File: config.mk
export PLATFORM = sky130hd
export DESIGN_NAME = debug_latch_dumper
export DESIGN_NICKNAME = d
export VERILOG_FILES = /design/src/rtl/debug_latch_dumper_pkg.sv /design/src/rtl/debug_latch_dumper_dump_serializer.sv /design/src/rtl/debug_latch_dumper.sv
export SDC_FILE = /design/constraint.sdc
export NUM_CORES = 1
export LEC_CHECK = 0
export CORE_MARGIN = 3
export CORE_UTILIZATION = 52
export CTS_CLUSTER_DIAMETER = 200
export CTS_CLUSTER_SIZE = 24
export DETAILED_ROUTE_END_ITERATION = 8
export HOLD_SLACK_MARGIN = 0.05
export PLACE_DENSITY = 0.81
export SYNTH_ARGS = -nofsm -noshare
export SYNTH_HDL_FRONTEND = slang
export SYNTH_SLANG_ARGS = --single-unit
File: constraint.sdc
create_clock -name i_clk -period 16.73 [get_ports i_clk]
set_clock_uncertainty 0.05 [all_clocks]
set_input_delay 2.5095 -clock i_clk [delete_from_list [all_inputs] [get_ports i_clk]]
set_output_delay 2.5095 -clock i_clk [all_outputs]
set_load 0.03 [all_outputs]
File: src/rtl/debug_latch_dumper_pkg.sv
// Shared definitions for the pipeline debug dumper: default latch widths,
// command codes, frame header and controller states.
package debug_latch_dumper_pkg;

   localparam int unsigned NB_IF_ID_DEF  = 64;
   localparam int unsigned NB_ID_EX_DEF  = 192;
   localparam int unsigned NB_EX_MEM_DEF = 128;
   localparam int unsigned NB_MEM_WB_DEF = 64;
   localparam int unsigned NB_BYTE_DEF   = 8;
   localparam int unsigned NB_COUNT_DEF  = 6;

   localparam logic [7:0] HEADER_DEF = 8'hA5;

   localparam logic [7:0] CMD_RUN   = 8'h63;  // 'c'
   localparam logic [7:0] CMD_PAUSE = 8'h70;  // 'p'
   localparam logic [7:0] CMD_STEP  = 8'h73;  // 's'
   localparam logic [7:0] CMD_DUMP  = 8'h64;  // 'd'

   typedef enum logic [2:0] {
      ST_IDLE,
      ST_RUN,
      ST_STEP,
      ST_CAPTURE,
      ST_SEND
   } state_t;

   function automatic int unsigned frame_bytes(input int unsigned nb_data,
                                               input int unsigned nb_byte);
      return nb_data / nb_byte;
   endfunction

endpackage

File: src/rtl/debug_latch_dumper_dump_serializer.sv
// Snapshot register and valid/ready byte streamer: header byte first, then the
// snapshot MSB byte first.
module dump_serializer #(
   parameter int unsigned NB_DATA  = 448,
   parameter int unsigned NB_BYTE  = 8,
   parameter int unsigned NB_COUNT = 6,
   parameter logic [NB_BYTE-1:0] HEADER = 8'hA5
) (
   input  logic               i_clk,
   input  logic               i_rst,
   input  logic               load,
   input  logic [NB_DATA-1:0] data,
   input  logic               i_tx_ready,
   output logic [NB_BYTE-1:0] o_tx_byte,
   output logic               o_tx_valid,
   output logic               done
);

   localparam int unsigned N_BYTES = NB_DATA / NB_BYTE;
   localparam logic [NB_COUNT-1:0] LAST = NB_COUNT'(N_BYTES);

   logic [NB_DATA-1:0]  snapshot;
   logic [NB_COUNT-1:0] count;
   logic                xfer;

   assign xfer = o_tx_valid && i_tx_ready;
   assign done = xfer && (count == LAST);

   // count is the index of the byte currently on o_tx_byte; the snapshot
   // shifts left so the next outgoing byte always sits in the top slot.
   always_ff @(posedge i_clk or posedge i_rst) begin
      if (i_rst) begin
         snapshot   <= '0;
         count      <= '0;
         o_tx_byte  <= '0;
         o_tx_valid <= 1'b0;
      end else if (load) begin
         snapshot   <= data;
         count      <= '0;
         o_tx_byte  <= HEADER;
         o_tx_valid <= 1'b1;
      end else if (xfer) begin
         if (count == LAST) begin
            o_tx_valid <= 1'b0;
            o_tx_byte  <= '0;
         end else begin
            o_tx_byte <= snapshot[NB_DATA-1 -: NB_BYTE];
            snapshot  <= snapshot << NB_BYTE;
            count     <= count + NB_COUNT'(1);
         end
      end
   end

endmodule

File: src/rtl/debug_latch_dumper.sv
// Host debug unit: command FSM gating the pipeline clock enable, and latch
// snapshot dumps through the byte serializer.
module debug_latch_dumper
   import debug_latch_dumper_pkg::*;
#(
   parameter int unsigned NB_IF_ID  = NB_IF_ID_DEF,
   parameter int unsigned NB_ID_EX  = NB_ID_EX_DEF,
   parameter int unsigned NB_EX_MEM = NB_EX_MEM_DEF,
   parameter int unsigned NB_MEM_WB = NB_MEM_WB_DEF,
   parameter int unsigned NB_BYTE   = NB_BYTE_DEF,
   parameter logic [NB_BYTE-1:0] HEADER = HEADER_DEF,
   parameter int unsigned NB_COUNT  = NB_COUNT_DEF
) (
   input  logic                 i_clk,
   input  logic                 i_rst,
   input  logic [NB_IF_ID-1:0]  i_if_id,
   input  logic [NB_ID_EX-1:0]  i_id_ex,
   input  logic [NB_EX_MEM-1:0] i_ex_mem,
   input  logic [NB_MEM_WB-1:0] i_mem_wb,
   input  logic [NB_BYTE-1:0]   i_cmd_byte,
   input  logic                 i_cmd_valid,
   output logic [NB_BYTE-1:0]   o_tx_byte,
   output logic                 o_tx_valid,
   input  logic                 i_tx_ready,
   output logic                 o_mips_enable,
   output logic                 o_busy
);

   localparam int unsigned NB_TOTAL = NB_IF_ID + NB_ID_EX + NB_EX_MEM + NB_MEM_WB;

   state_t state;
   logic   load;
   logic   done;

   assign load = (state == ST_CAPTURE);

   always_ff @(posedge i_clk or posedge i_rst) begin
      if (i_rst) begin
         state         <= ST_IDLE;
         o_mips_enable <= 1'b0;
         o_busy        <= 1'b0;
      end else begin
         case (state)
            ST_IDLE: begin
               if (i_cmd_valid) begin
                  case (i_cmd_byte)
                     CMD_RUN: begin
                        state         <= ST_RUN;
                        o_mips_enable <= 1'b1;
                     end
                     CMD_STEP: begin
                        state         <= ST_STEP;
                        o_mips_enable <= 1'b1;
                        o_busy        <= 1'b1;
                     end
                     CMD_DUMP: begin
                        state  <= ST_CAPTURE;
                        o_busy <= 1'b1;
                     end
                     default: ;
                  endcase
               end
            end
            ST_RUN: begin
               if (i_cmd_valid && (i_cmd_byte == CMD_PAUSE)) begin
                  state         <= ST_IDLE;
                  o_mips_enable <= 1'b0;
               end
            end
            // One enabled cycle, then capture so the dump shows post-step latches.
            ST_STEP: begin
               state         <= ST_CAPTURE;
               o_mips_enable <= 1'b0;
            end
            ST_CAPTURE: state <= ST_SEND;
            ST_SEND: begin
               if (done) begin
                  state  <= ST_IDLE;
                  o_busy <= 1'b0;
               end
            end
            default: begin
               state         <= ST_IDLE;
               o_mips_enable <= 1'b0;
               o_busy        <= 1'b0;
            end
         endcase
      end
   end

   dump_serializer #(
      .NB_DATA  (NB_TOTAL),
      .NB_BYTE  (NB_BYTE),
      .NB_COUNT (NB_COUNT),
      .HEADER   (HEADER)
   ) u_dump_serializer (
      .i_clk      (i_clk),
      .i_rst      (i_rst),
      .load       (load),
      .data       ({i_if_id, i_id_ex, i_ex_mem, i_mem_wb}),
      .i_tx_ready (i_tx_ready),
      .o_tx_byte  (o_tx_byte),
      .o_tx_valid (o_tx_valid),
      .done       (done)
   );

   // Frame length is fixed by the latch widths; the counter must reach it.
   if (frame_bytes(NB_TOTAL, NB_BYTE) >= (1 << NB_COUNT)) begin : g_count_too_narrow
      count_width_too_small_for_frame u_bad ();
   end

endmodule
==> summary.txt <==
Finish
  • Synthesis-to-finish area growth: 22.46%
  • Share of cells above drive strength 1: 2.420%
  • # nets final: 2860
  • # fillers: 3340

Placement
  • Port-buffer cells: 470
  • GP Congestion: 0.8316
  • DP HPWL: 40250 um

Power
  • Total Power: 2.490 mW
  • Leak: 10.73 nW
  • Peak supply drop: 0.1019 mV
  • P per Cell Area: 91.23 mW/mm^2

Yosys
  • Synthesized area: 0.02229 mm^2
  • Avg Inst Size Synth: 10.69 um^2
  • Most frequent cell after synthesis: dfrtp_1
  • Register bit total from synthesis: 468
  • Main synth FF type: dfrtp_1
  • Distinct cell type count after synthesis: 45
  • Register area share after synthesis: 52.55%
  • Post-Syn Instances: 2084
  • Synth area leader: dfrtp_1
  • Post-synth top area share: 52.55%
  • Ys Warns: 0
  • Post-synth EDFFs: 0
  • Synth top area cells: dfrtp_1, mux2i_1, nand3_1, o21ai_0, o21ai_1
  • List of most frequent post-synthesis cells: dfrtp_1, mux2i_1, nand3_1
  • Synth async-reset ratio: 100.0%
  • Mapped Nets: 2546

Die
  • Die W: 213.0 um
  • Core Area: 0.04213 mm^2
  • Die H: 213.0 um
  • FP Rows: 75
  • Initial core utilization: 52.89%
  • Boundary Pins: 471
  • Full die area: 0.04538 mm^2

Route
  • First DRT Iteration DRCs: 1702
  • Drt first pass iters: 5
  • Per-cell routed wire length: 20.49 um
  • Drt drc: 0
  • Vias after detailed routing: 17280
  • Number of vias per cell: 5.855
  • Final wirelength: 60470 um
  • Post-DRT Antenna Nets: 0

Global routing
  • Vias in the first global route: 17310
  • Largest net degree at the start of global routing: 255
  • GR Overflow Total: 0
  • Total track usage: 25.27%
  • Initial antenna violation count: 21
  • First-pass GRT wire length: 92400 um

Clocking
  • Htree depth: 1
  • CTS tree: done
  • Cts hold-fix bufs: 0
  • CTS sink count: 468
  • CTS Buf Count: 23
  • Worst-Skew Late Latency: 0.55 ns
  • CTS clk-pin slew, worst paths: 0.09 ns
  • Buffer depth of the longest clock path: 3
  • Setup repair bufs after CTS: 0
  • Clock Root Buffer: clkbuf_16
  • Post-cts repair resize count: 0

Worst setup path
  • CP startpoint kind: input pin
  • Critical path capture point type: register
  • Data arrival, critical path: 6.26 ns
  • Setup CP Type: in2reg
  • WP data required: 17.15 ns
  • Crit-path max FO: 195

Job
  • Max Cap Viol: 0

STA
  • Final slew viol count: 0
  • Max Clock Freq: 0.1711 GHz
  • Post-Route Setup TNS: 0 ns
  • Final period util: 34.93%
  • Hold Vio Cnt, Final: 0
  • Final setup fails: 0
  • Fin Hold WS: 0.4520 ns
  • Min cycle time layout: 5.843 ns
  • RSZ-0062 raised after global routing: no
  • Rel. slew slack: 9.959%
  • Worst-Margin Slew: 1.351 ns

Worst hold path
  • Hold Path Class: reg2reg

Outcome
  • Status: completed
[critical path, stage by stage]
cell             delay [ns]
clkdlybuf4s50_1        0.45
and2_1                 0.36
o21ai_4                0.49
buf_12                 0.76
buf_4                  1.07
nand3_1                0.19
o21ai_1                0.14
[logic make-up (layout without fill, tap and decap cells)]
| logic type | Yosys count | count (layout) | share of synthesized area [%] |
|---|---|---|---|
| and+or+nand+nor | 497 | 497 | 10.81 |
| AOI/OAI and AO/OA | 472 | 472 | 11.03 |
| DFF | 468 | 468 | 52.55 |
| muxes | 441 | 441 | 19.81 |
| buffers and inverters | 200 | 513 | 5.536 |
| xor gates and xnor gates | 4 | 4 | 0.1572 |
| adders and majority gates | 2 | 2 | 0.1123 |
| other | 0 | 15 | 0 |
[flip-flops by register name, summed over array words and instances (netlist names)]
| register | flops |
|---|---|
| u_dump_serializer.count | 6 |
| o_busy | 1 |
| u_dump_serializer.o_tx_byte | 8 |
| u_dump_serializer.snapshot | 448 |
| state | 3 |
| o_mips_enable | 1 |
| u_dump_serializer.o_tx_valid | 1 |
[cell type report]
class | instances | area (um^2) | share of cell area [%]
sequential | 468 | 11710 | 42.91
multi-input combinational | 1416 | 9361 | 34.30
timing repair buffer | 485 | 4892 | 17.93
tap | 539 | 674.4 | 2.471
clock buffer | 23 | 575.6 | 2.109
antenna | 15 | 37.54 | 0.1375
inverter | 4 | 22.52 | 0.08252
clock inverter | 1 | 16.27 | 0.05960
[final timing paths]
kind	startpoint	endpoint	slack, ns	cells after the start
setup / recovery	i_tx_ready	u_dump_serializer.snapshot[256]$_DFFE_PP0P_	10.89	7
hold / removal	u_dump_serializer.o_tx_byte[5]$_DFFE_PP0P_	u_dump_serializer.o_tx_byte[5]$_DFFE_PP0P_	0.45	2
setup reg to reg	u_dump_serializer.count[0]$_DFFE_PP0P_	u_dump_serializer.snapshot[256]$_DFFE_PP0P_	12.48	8
hold reg to reg	u_dump_serializer.o_tx_byte[5]$_DFFE_PP0P_	u_dump_serializer.o_tx_byte[5]$_DFFE_PP0P_	0.45	2
max in group asynchronous	i_rst	u_dump_serializer.snapshot[43]$_DFFE_PP0P_	12.65	3
min in group asynchronous	i_rst	u_dump_serializer.snapshot[277]$_DFFE_PP0P_	2.41	2
[per-layer routing]
metal  up-vias  GRT usage [%]  share of wire (%)
met5         -              0               0.17
met4        16          8.190                2.4
met3       100          5.113                6.9
met2       534          42.36                 50
met1      8533          33.21                 41
li1       8096              -                  -
[report_power, final]
part           switching (mW)  internal [mW]
Combinational           0.325          0.232
Clock                   0.356          0.249
Sequential             0.0774           1.25
[cell usage in the layout, fill, tap and decap left out, types with 2 or more instances in the layout]
master	Yosys	routed
a21oi_1	11	11
a22o_1	8	8
buf_12	0	6
buf_4	33	9
clkbuf_16	0	23
clkdlybuf4s50_1	0	470
dfrtp_1	468	468
diode_2	0	15
ha_1	2	2
inv_1	4	3
mux2i_1	441	441
nand2_1	95	95
nand3_1	377	377
nor2_1	7	7
o21ai_0	242	242
o21ai_1	193	192
o21ai_2	10	10
or3_1	3	3
xnor2_1	3	3
[metrics by stage]
step / utilization (%) / area (um^2) / std cells / setup slack, ns
floorplan: - / 22290 / 2084 / 1.118
global placement: 63.28 / 26660 / 2912 / 10.53
detailed placement: 63.28 / 26660 / 2912 / 10.41
CTS: 64.68 / 27250 / 2936 / 10.97
global route: 64.75 / 27280 / 2948 / 10.65
finish: 64.77 / 27290 / 2951 / 10.89
Power figures use the tool's default switching activity.
